<file path="src/rtl/matrix_pkg.sv">
`default_nettype none
// ---------------------------------------------------------------------------
// matrix_pkg: shared size defaults and row/frame types for matrix_capture.
// Revision 1.0
// ---------------------------------------------------------------------------
package matrix_pkg;

  localparam int unsigned MATRIX_COLS = 8;
  localparam int unsigned MATRIX_ROWS = 8;

  typedef logic [MATRIX_COLS-1:0] row_t;
  typedef row_t [MATRIX_ROWS-1:0] frame_t;

  // Shift counter must hold 0..cols+1 (saturating one past a full row).
  function automatic int unsigned cnt_width(input int unsigned cols);
    return $clog2(cols + 2);
  endfunction

endpackage
`default_nettype wire

</file>
<file path="src/rtl/edge_sync.sv">
`default_nettype none
// ---------------------------------------------------------------------------
// edge_sync: multi-stage synchronizer followed by a registered rising-edge pulse.
// Revision 1.0
// ---------------------------------------------------------------------------
module edge_sync #(
  parameter int unsigned SYNC_STAGES = 2
) (
  input  logic clk,
  input  logic reset,
  input  logic sig_i,
  output logic rise_o
);

  logic [SYNC_STAGES-1:0] sync_q;
  logic                   prev_q;
  logic                   rise_q;

  always_ff @(posedge clk or posedge reset) begin
    if (reset) begin
      sync_q <= '0;
      prev_q <= 1'b0;
      rise_q <= 1'b0;
    end else begin
      sync_q[0] <= sig_i;
      for (int i = 1; i < SYNC_STAGES; i++) begin
        sync_q[i] <= sync_q[i-1];
      end
      prev_q <= sync_q[SYNC_STAGES-1];
      rise_q <= sync_q[SYNC_STAGES-1] & ~prev_q;
    end
  end

  assign rise_o = rise_q;

endmodule
`default_nettype wire

</file>
<file path="src/rtl/matrix_capture.sv">
`default_nettype none
// ---------------------------------------------------------------------------
// matrix_capture: snoops a shift-register LED matrix bus and rebuilds frames.
// Revision 1.0
// ---------------------------------------------------------------------------
module matrix_capture
  import matrix_pkg::*;
#(
  parameter int unsigned COLS        = MATRIX_COLS,
  parameter int unsigned ROWS        = MATRIX_ROWS,
  parameter int unsigned SYNC_STAGES = 2
) (
  input  logic                 clk,
  input  logic                 reset,
  input  logic                 ds,
  input  logic                 shcp,
  input  logic                 stcp,
  input  logic                 mr,
  input  logic                 oe,
  input  logic [ROWS-1:0]      rowsOut,
  output logic [ROWS*COLS-1:0] frame,
  output logic                 frame_valid,
  output logic                 row_err,
  output logic                 len_err,
  output logic                 display_on
);

  localparam int unsigned     CW       = cnt_width(COLS);
  localparam int unsigned     DW       = ROWS + 3;
  localparam logic [CW-1:0]   CNT_FULL = CW'(COLS);
  localparam logic [CW-1:0]   CNT_SAT  = CW'(COLS + 1);
  localparam logic [CW-1:0]   CNT_ONE  = CW'(1);

  // Level inputs get one stage more than the strobes: the strobe pulse is
  // registered after its synchronizer, so this keeps data and edges aligned.
  logic [SYNC_STAGES:0][DW-1:0] dsync_q;
  logic                         oe_sync;
  logic                         mr_sync;
  logic                         ds_sync;
  logic [ROWS-1:0]              rows_sync;
  logic                         shcp_rise;
  logic                         stcp_rise;

  always_ff @(posedge clk or posedge reset) begin
    if (reset) begin
      dsync_q <= '0;
    end else begin
      dsync_q[0] <= {oe, mr, ds, rowsOut};
      for (int i = 1; i <= SYNC_STAGES; i++) begin
        dsync_q[i] <= dsync_q[i-1];
      end
    end
  end

  assign {oe_sync, mr_sync, ds_sync, rows_sync} = dsync_q[SYNC_STAGES];

  edge_sync #(.SYNC_STAGES(SYNC_STAGES)) u_shcp_sync (
    .clk    (clk),
    .reset  (reset),
    .sig_i  (shcp),
    .rise_o (shcp_rise)
  );

  edge_sync #(.SYNC_STAGES(SYNC_STAGES)) u_stcp_sync (
    .clk    (clk),
    .reset  (reset),
    .sig_i  (stcp),
    .rise_o (stcp_rise)
  );

  logic [COLS-1:0]            shift_q, shift_d;
  logic [CW-1:0]              cnt_q, cnt_d;
  logic [ROWS-1:0][COLS-1:0]  work_q, work_d;
  logic [ROWS-1:0]            seen_q, seen_d;
  logic [ROWS-1:0][COLS-1:0]  frame_q, frame_d;
  logic                       frame_valid_q, frame_valid_d;
  logic                       row_err_q, row_err_d;
  logic                       len_err_q, len_err_d;
  logic                       display_on_q;

  always_comb begin
    shift_d       = shift_q;
    cnt_d         = cnt_q;
    work_d        = work_q;
    seen_d        = seen_q;
    frame_d       = frame_q;
    frame_valid_d = 1'b0;
    row_err_d     = row_err_q;
    len_err_d     = len_err_q;

    if (!mr_sync) begin
      shift_d = '0;
      cnt_d   = '0;
    end else begin
      if (shcp_rise) begin
        shift_d = {shift_q[COLS-2:0], ds_sync};
      end
      if (stcp_rise) begin
        cnt_d = shcp_rise ? CNT_ONE : '0;
      end else if (shcp_rise && (cnt_q != CNT_SAT)) begin
        cnt_d = cnt_q + 1'b1;
      end
    end

    // The latch always sees the pre-update shift register and count.
    if (stcp_rise) begin
      if (cnt_q != CNT_FULL) begin
        len_err_d = 1'b1;
      end
      if ($onehot(rows_sync)) begin
        for (int r = 0; r < ROWS; r++) begin
          if (rows_sync[r]) begin
            work_d[r] = shift_q;
          end
        end
        seen_d = seen_q | rows_sync;
        if (&seen_d) begin
          frame_d       = work_d;
          frame_valid_d = 1'b1;
          seen_d        = '0;
        end
      end else begin
        row_err_d = 1'b1;
      end
    end
  end

  always_ff @(posedge clk or posedge reset) begin
    if (reset) begin
      shift_q       <= '0;
      cnt_q         <= '0;
      work_q        <= '0;
      seen_q        <= '0;
      frame_q       <= '0;
      frame_valid_q <= 1'b0;
      row_err_q     <= 1'b0;
      len_err_q     <= 1'b0;
      display_on_q  <= 1'b0;
    end else begin
      shift_q       <= shift_d;
      cnt_q         <= cnt_d;
      work_q        <= work_d;
      seen_q        <= seen_d;
      frame_q       <= frame_d;
      frame_valid_q <= frame_valid_d;
      row_err_q     <= row_err_d;
      len_err_q     <= len_err_d;
      display_on_q  <= ~oe_sync;
    end
  end

  assign frame       = frame_q;
  assign frame_valid = frame_valid_q;
  assign row_err     = row_err_q;
  assign len_err     = len_err_q;
  assign display_on  = display_on_q;

endmodule
`default_nettype wire

</file>
<file path="config.mk">
export PLATFORM = sky130hd
export DESIGN_NAME = matrix_capture
export DESIGN_NICKNAME = d
export VERILOG_FILES = /design/src/rtl/matrix_pkg.sv /design/src/rtl/edge_sync.sv /design/src/rtl/matrix_capture.sv
export SDC_FILE = /design/constraint.sdc
export NUM_CORES = 1
export LEC_CHECK = 0
export BUFFER_PORTS_ARGS = -buffer_cell sky130_fd_sc_hd__buf_2
export CORE_MARGIN = 4
export CORE_UTILIZATION = 58
export CTS_CLUSTER_SIZE = 12
export DETAILED_ROUTE_END_ITERATION = 8
export PLACE_DENSITY = 0.83
export SETUP_SLACK_MARGIN = 0.02
export SYNTH_ARGS = -nofsm -noshare
export SYNTH_HDL_FRONTEND = slang
export SYNTH_SLANG_ARGS = --single-unit
</file>
<file path="constraint.sdc">
create_clock -name clk -period 9.3 [get_ports clk]
set_input_delay 2.79 -clock clk [delete_from_list [all_inputs] [get_ports clk]]
set_output_delay 2.79 -clock clk [all_outputs]
set_load 0.02 [all_outputs]
</file>
# --- Word-level counts from Yosys, hierarchy flattened ---
# Cells that the tools add are included.
word_totals:
  ff_bits: 193
classes:
  bitwise: 7
  muxes: 18
  reduce_logical: 6
  addsub: 8
  n_eq_ne: 5
op_table:
  columns: ["operator", "count"]
  rows:
  - ["$mux 8", 11]
  - ["$mux 4", 3]
  - ["$reduce_and 10->1", 1]
  - ["$add 1x1->2", 4]
  - ["$ne 4x4->1 const B", 2]
  - ["$or 8x8->8", 1]
  - ["$reduce_and 8->1", 1]
  - ["$add 2x2->3", 2]
  - ["$reduce_and 2->1", 3]
  - ["$add 3x3->4", 1]
  - ["$add 4x1->4 const B", 1]
  - ["$eq 4x1->1 const B", 1]
  - ["$mux 1", 4]
  - ["$not 1->1", 4]
  - ["$ne 3x1->1 const B", 1]
  - ["$and 1x1->1", 2]
  - ["$ne 2x1->1 const B", 1]
  - ["$logic_and 1x1->1", 1]

# --- Depth between registers and ports, before layout ---
# Gate-level depths: netlist of run 1.
depth:
  depth_word: 6
  ltp_mapped: 16

# --- Modules after synthesis ---
# A second synthesis of run 1 with hierarchy kept.
unflattened:
  cells_unflattened: 606
  hier_area_um2: 7968.9
by_module_without_submodules:
  columns: ["module", "instances", "seq_area_each_um2", "area_each_um2", "cells_each"]
  rows:
  - ["matrix_capture", 1, 4629.4, 7733.7, 594]
  - ["edge_sync", 2, 100.1, 117.6, 6]

# --- Worst setup path after synthesis of run 1 ---
# Ideal clock, no wire load.
synth_timing:
  kind: "register -> register"
  startpoint: "register dsync_q[22] in the netlist's numbering"
  endpoint: "register work_q[30] in the netlist's numbering"
  path_stages_with_launch: 16
  path_buffers: 3
  path_slack_ps: 5085
  synth_period_minus_slack_ps: 4215
  setup_ps: 125
  t_arrival_ps: 4090
  path_cell_list: "dfrtp_1 clkbuf_1 inv_1 fa_1 fa_1 fa_1 inv_1 ha_1 inv_1 fa_1 a211o_1 a21oi_1 buf_2 and2_1 buf_4 mux2_2"
synth_via:
  elab_chain_cells: 5
synth_rtl:
  columns: ["item", "line", "source"]
  rows:
  - ["start, declared", "matrix_capture.sv:36", "logic [SYNC_STAGES:0][DW-1:0] dsync_q;"]
  - ["start signal, assigned by index", "matrix_capture.sv:50", "dsync_q[i] <= dsync_q[i-1];"]
  - ["$add 1x1->2 (implied by the code)", "matrix_capture.sv:110", "if ($onehot(rows_sync)) begin"]
  - ["$add 2x2->3 (implied by the code)", "matrix_capture.sv:110", null]
  - ["$add 3x3->4 (implied by the code)", "matrix_capture.sv:110", null]
  - ["$eq 4x1->1", "matrix_capture.sv:110", null]
  - ["$reduce_and 2->1 (no line)", null, null]
  - ["end signal, assigned", "matrix_capture.sv:142", "work_q <= work_d;"]
  - ["end, declared", "matrix_capture.sv:73", "logic [ROWS-1:0][COLS-1:0] work_q, work_d;"]
# Every way passes these cells.
# A chain may end at the register's enable or synchronous reset.

# --- Worst setup path after layout of run 1 ---
layout_timing:
  startpoint: "register dsync_q[22] in the netlist's numbering"
  endpoint: "register work_q[48] in the netlist's numbering"
# Same word-level chain as after synthesis.

==> results.md, run 1 <==
* GR Util All Layers at 21.25%
* Startpoint types: flop
* Post-synth EDFFs at 0
* Clock Path Buffers at 2
* Synth Net Count at 629
* PostCTS Resize Cnt at 0
* Largest cells by area after synthesis: dfrtp_1, mux2i_1, mux2_2
* Ant. Diodes at 0
* Xor/xnor share of the synthesized area at 0.3328%
* Vias per std cell at 5.845
* Max-capacitance violation count at 0
* Pwr dens at 280.6 mW/mm^2
* Multi-input logic area at between 0.002 and 0.003 sq mm
* Placed cells at between 800 and 900
* Total Power at 2.480 mW
* Maximum fanout along the worst path at 90
* GRT Residual Overflow at 0
* Max-slew violations at 0
* Vias in the first global route at 5,009
* DR WL/cell at 18.97 um
* Initial antenna violation count at 0
* I/O Pins at 83
* Fin Hold WS at 0.3467 ns
* Crit path DAT at 6.39 ns
* Placeable Area at 0.01330 sq mm
* Register area at 0.004830 sq mm
* GP Congestion at 0.7706
* Via Count at 4,875
* Worst Setup Slack, final at between 3 and 4 ns
* Post-synthesis simple-gate area fraction at 2.345%
* Outcome: finished, final reports clean
* Clock transition at the registers of the reported paths at 0.06 ns
* Reg-to-reg slack, setup at 3.21 ns
* Setup Crit Path Kind: reg -> reg
* Fill count at 942
* Remaining DRCs at 0
* Asr flop ratio synth at 100.0%
* Largest family of logic cells by synthesized area: multiplexers
* Worst slew pin tran at 1.100 ns
* Cts-stage hold buffer count at 0
* Starting DRT DRC Count at between 300 and 400
* TNS Setup at 0 ns
* Fin cells at 834
* Detail Placement HPWL at 10,000 um
* Worst path bufs/invs at 4
* Lkg Pwr at between 4 and 5 nW
* Final hold violation count at 0
* Final setup skew at 0.009485 ns
* Pin count of the biggest net entering global routing at 114
* FMAX at 164.3 MHz
* Count leader, synth: dfrtp_1
* DP Area at 0.008257 sq mm
* Synthesized area per cell at ~13 sq um
* Post-CTS Setup Inserts at 0
* Setup violators final at 0
* Most used cell, CP: fa_1
* Post-route cell area at 0.008838 sq mm
* Top FF cell, synth: dfrtp_1
* Final period util at 65.43%
* Area Growth Syn to Fin at 11.95%
* CP cell instances: inv_1 -> fa_1 -> fa_1 -> fa_1 -> inv_1 -> ha_1 -> inv_1 -> fa_1 -> a211o_1 -> a21oi_4 -> buf_4 -> and2_1 -> mux2_2
* Fraction of layout cells with a size suffix above 1 at 25.99%
* Post-synthesis adder-cell area fraction at 1.965%
* Maximum vdd drop at 0.1618 mV
* Initial Util at 59.38%
* Die Ht at 124.7 um
* RSZ-0062 raised after global routing: false
* Total CTS buffers at 17
* Routed Antenna Nets at 0
* Drt first pass iters at 4
* Cell variety after synth at 29
* Synth top area share at 61.17%
* Top cells by count, synth: dfrtp_1, mux2i_1, a21oi_1
* Final WL at 15,820 um
* CP top delay family: adder cells
* Setup Slack @ Placement at 3.313 ns
* Yosys warnings at 0
* Die ar. at ~0.016 sq mm
* H-Tree Depth at 4
* Clk sinks at 193
* Die Wd at 124.7 um
* Synthesized cell area at 0.007895 sq mm
* CP max stage delay at 0.87 ns
* Core Rows at 42
* WP data required at a little under 10 ns
* FF+latch count, synth at 193
* Worst skew pair latency at 0.43 ns
* Mux cell area share after synthesis at around 18%
* Kind of end point of the critical path: flop
* Wire length of the first global-routing pass at roughly 26,000 um
* Post-Synthesis Cells at about 600
* Normalized max-slew margin at about a quarter
* Synth Area in Compound Gates at 10.98%
* Dominant cell type by area after synthesis: dfrtp_1
* CTS tree: yes
* Register area share after synthesis at 61.17%
* Crit path time final at roughly 6 ns
* Nets at 670
* Final Util at about 66%
* CTS root buffer: clkbuf_16
* Port bufs at 82
* Worst hold path class: reg -> reg
* CP max-delay cell: a21oi_4
[where the power goes]
group / internal, mW / switching (mW) / total (mW)
registers: 1.01 / 0.106 / 1.12
logic: 0.225 / 0.428 / 0.653
clock network: 0.414 / 0.294 / 0.709
[layout by cell type, fill, tap and decap left out, types with 2 or more instances in the layout]
master,instances
nand3b_1,2
a31oi_1,64
mux2_1,12
nor2b_1,10
nor2_1,2
nand3_1,2
o2111ai_1,2
inv_1,18
clkbuf_8,3
and2_1,8
nand2_1,4
buf_2,82
buf_4,3
a21o_1,2
mux2_2,52
a21oi_1,66
xor2_1,2
o22ai_1,4
clkbuf_16,17
clkinv_2,7
mux2i_1,72
dfrtp_1,193
bufinv_16,2
fa_1,4
ha_1,6
o21a_1,8
[area by class of cell]
class / instances / area share, %
Clock buffer: 21 / 5.323
Clock inverter: 11 / 1.260
Inverter: 19 / 0.8918
Multi-Input combinational cell: 329 / 30.49
Sequential cell: 193 / 54.64
Tap cell: 176 / 2.492
Timing Repair Buffer: 85 / 4.898
[registers in the layout (all words and copies together) (netlist names)]
| name | cells |
|---|---|
| display_on | 1 |
| work_q | 64 |
| u_shcp_sync.rise_o | 1 |
| u_shcp_sync.prev_q | 1 |
| len_err | 1 |
| u_stcp_sync.prev_q | 1 |
| cnt_q | 4 |
| u_stcp_sync.rise_o | 1 |
| dsync_q | 32 |
| u_shcp_sync.sync_q | 2 |
| ds_sync | 1 |
| frame_valid | 1 |
| u_stcp_sync.sync_q | 2 |
| shift_q | 8 |
| row_err | 1 |
| seen_q | 8 |
| frame | 64 |
[path summary, 6_finish.rpt]
kind	startpoint	end	cells after the start
setup reg to reg	dsync_q[22]	work_q[48]	13
min in group asynchronous	reset	cnt_q[0]	2
hold reg to reg	dsync_q[2]	dsync_q[13]	0
max in group asynchronous	reset	frame[4]	3
hold / removal	dsync_q[2]	dsync_q[13]	0
setup / recovery	dsync_q[22]	work_q[48]	13
[cell families (layout without fill, tap and decap cells)]
group	count (synthesis)	count (layout)
buffers and inverters	82	136
muxes	136	136
and+or+nand+nor	31	31
DFF	193	193
xor gates and xnor gates	3	3
adders and majority gates	10	10
AOI/OAI and AO/OA	149	149
[routing by layer]
metal,wire length (um),part of all wire (%),vias to the layer above,GRT usage (%)
li1,-,-,2234,-
met2,7764,49,144,34.22
met5,0,0,-,0
met3,899,5.7,35,5.274
met4,374,2.4,0,8.640
met1,6779,43,2462,27.83
[worst register-to-register path: stages (launching register included)]
cell and delay, ns:
dfrtp_1 0.65, inv_1 0.16, fa_1 0.59, fa_1 0.44, fa_1 0.45, inv_1 0.08
ha_1 0.18, inv_1 0.07, fa_1 0.42, a211o_1 0.35, a21oi_4 0.87, buf_4 0.80
and2_1 0.53, mux2_2 0.39
No activity file was read; power rests on OpenSTA's default activity.
==> run 2, diff against run 1 <==
--- a/config.mk
+++ b/config.mk
@@ -7,10 +7,10 @@
 export LEC_CHECK = 0
 export BUFFER_PORTS_ARGS = -buffer_cell sky130_fd_sc_hd__buf_2
 export CORE_MARGIN = 4
-export CORE_UTILIZATION = 58
+export CORE_UTILIZATION = 53
 export CTS_CLUSTER_SIZE = 12
 export DETAILED_ROUTE_END_ITERATION = 8
-export PLACE_DENSITY = 0.83
+export PLACE_DENSITY = 0.8
 export SETUP_SLACK_MARGIN = 0.02
 export SYNTH_ARGS = -nofsm -noshare
 export SYNTH_HDL_FRONTEND = slang
==> constraint.sdc (replaced) <==
create_clock -name clk -period 5 [get_ports clk]
set_input_delay 1.5 -clock clk [delete_from_list [all_inputs] [get_ports clk]]
set_output_delay 1.5 -clock clk [all_outputs]
set_load 0.02 [all_outputs]
==> run 2 against run 1 <==
Against the previous run:
- final cell count increased by 2.2%
- setup slack lost 2.7 ns
- clock power is 79% higher
- die area rose by 8.8%
- critical endpoint is now seen_q[7]
- highest routed layer unchanged
==> results.md, run 2 (synthesis results as in run 1) <==
* DP Area at 0.008351 sq mm (+1.1%)
* Startpoint types: flop
* Cts-stage hold buffer count at 0 (unchanged)
* Max-slew violations at 0 (unchanged)
* CP max-delay cell: fa_1
* Clk sinks at 193 (unchanged)
* CTS tree: yes
* Port bufs at 82 (unchanged)
* Pin count of the biggest net entering global routing at 123 (+7.9%)
* Normalized max-slew margin at 35.02% (+8.5 points)
* Post-CTS Setup Inserts at 0 (unchanged)
* Fraction of layout cells with a size suffix above 1 at 26.95% (+0.96 points)
* Most used cell, CP: fa_1
* Via Count at 4,819 (-1.1%)
* Fin cells at 852 (+2.2%)
* Setup violators final at 0 (unchanged)
* Final hold violation count at 0 (unchanged)
* Most frequent cells in the layout: dfrtp_1, buf_2, mux2i_1
* FMAX at 225.3 MHz (+37%)
* Drt first pass iters at 5 (+1)
* Nets at 680 (+1.5%)
* Crit path DAT at 4.76 ns (-1.63 ns)
* Worst Setup Slack, final at 0.5612 ns (-2.653 ns)
* DR WL/cell at 18.11 um (-4.5%)
* Vias in the first global route at 4,907 (-2.0%)
* Core Rows at 44 (+4.8%)
* Total CTS buffers at 17 (unchanged)
* Clock Path Buffers at 2 (unchanged)
* WP data required at 5.32 ns (-4.29 ns)
* RSZ-0062 raised after global routing: false
* Area Growth Syn to Fin at 12.85%
* Placeable Area at 0.01459 sq mm (+9.7%)
* Worst hold path class: reg -> reg
* Fill count at 1,107 (+18%)
* Maximum vdd drop at 0.2828 mV (+75%)
* Clock transition at the registers of the reported paths at 0.06 ns (about the same)
* PostCTS Resize Cnt at 0 (unchanged)
* Final setup skew at 0.005449 ns (-0.004036 ns)
* Vias per std cell at 5.656 (-3.2%)
* Wire length of the first global-routing pass at 25,430 um (-3.0%)
* Initial Util at 54.12% (-5.3 points)
* CP cell instances: inv_1 -> fa_1 -> fa_1 -> fa_1 -> inv_1 -> ha_1 -> inv_1 -> fa_1 -> a211o_1 -> a21oi_4 -> buf_4 -> nand2_1 -> o21a_1
* Setup Slack @ Placement at 0.5938 ns (-2.720 ns)
* TNS Setup at 0 ns (unchanged)
* Kind of end point of the critical path: flop
* Starting DRT DRC Count at 349 (-2.8%)
* Ant. Diodes at 0 (unchanged)
* Worst skew pair latency at 0.43 ns (about the same)
* Crit path time final at 4.439 ns (-1.647 ns)
* Setup Crit Path Kind: reg -> reg
* GP Congestion at 0.7772 (+0.86%)
* CP max stage delay at 0.56 ns (-0.31 ns)
* Commonest non-fill, non-tap cell in the layout: dfrtp_1
* Post-route cell area at 0.008910 sq mm (+0.81%)
* GRT Residual Overflow at 0 (unchanged)
* Detail Placement HPWL at 10,060 um (+0.61%)
* Die Wd at 130.1 um (+4.3%)
* Final WL at 15,430 um (-2.5%)
* Final period util at 88.78% (+23 points)
* Remaining DRCs at 0 (unchanged)
* Max-capacitance violation count at 0 (unchanged)
* Outcome: finished, final reports clean
* Routed Antenna Nets at 0 (unchanged)
* Die Ht at 130.1 um (+4.3%)
* Placed cells at 820 (+2.2%)
* I/O Pins at 83 (unchanged)
* CP top delay family: adder cells
* GR Util All Layers at 19.48% (-1.8 points)
* Lkg Pwr at 4.438 nW (+0.54%)
* Worst path bufs/invs at 4 (unchanged)
* Initial antenna violation count at 0 (unchanged)
* H-Tree Depth at 4 (unchanged)
* Worst slew pin tran at 0.9746 ns (-0.1251 ns)
* Die ar. at 0.01691 sq mm (+8.8%)
* Maximum fanout along the worst path at 61 (-32%)
* Pwr dens at 512.3 mW/mm^2 (+83%)
* CTS root buffer: clkbuf_16
[run 2: path summary, 6_finish.rpt]
| check | startpoint | end | slack, ns | depth (start not counted) |
|---|---|---|---|---|
| worst max-delay path | dsync_q[22] | seen_q[7] | 0.56 | 13 |
| worst min-delay path | dsync_q[21] | dsync_q[32] | 0.35 | 0 |
| worst max register to register | dsync_q[22] | seen_q[7] | 0.56 | 13 |
| worst min register to register | dsync_q[21] | dsync_q[32] | 0.35 | 0 |
| max in group asynchronous | reset | frame[54] | 2.86 | 3 |
| min in group asynchronous | reset | dsync_q[4] | 1.14 | 2 |
[run 2: worst register-to-register path: cells and delay by family (launching register included)]
family / cells / cell delay (ns)
adder cells (fa/ha/maj): 5 / 2.00
AO/OA/AOI/OAI: 3 / 0.87
buffers and inverters: 4 / 0.73
flip-flops: 1 / 0.36
AND/OR/NAND/NOR: 1 / 0.36
[run 2: layout make-up]
type,count,area (sq um),share of cell area [%]
Clock buffer,22,474.2,5.322
Inverter,19,75.07,0.8426
Multi-Input combinational cell,329,2695,30.25
Sequential cell,193,4830,54.21
Clock inverter,10,85.08,0.9549
Timing Repair Buffer,95,520.5,5.842
Tap cell,184,230.2,2.584
[run 2: per-layer routing]
metal / track usage [%] / vias up / wire, um
met3: 4.748 / 32 / 917
li1: - / 2249 / -
met2: 30.11 / 120 / 7360
met1: 26.16 / 2418 / 6762
met4: 9.169 / 0 / 386
met5: 0 / - / 0
[run 2: stage by stage]
stage	hold slack (ns)	total power [mW]	utilization (%)
detailed placement	0.3347	3.331	57.24
floorplan	0.3312	2.933	-
global placement	0.3312	3.271	57.24
CTS	0.3492	4.615	61.07
global route	0.3519	4.818	61.07
finish	0.3472	4.565	61.07
[run 2: power by group]
part	leakage (nW)	switching [mW]	internal (mW)	total [mW]
Combinational	1.62	0.797	0.427	1.22
Clock	0.268	0.554	0.720	1.27
Sequential	2.55	0.184	1.88	2.07
Total	4.44	1.54	3.03	4.56
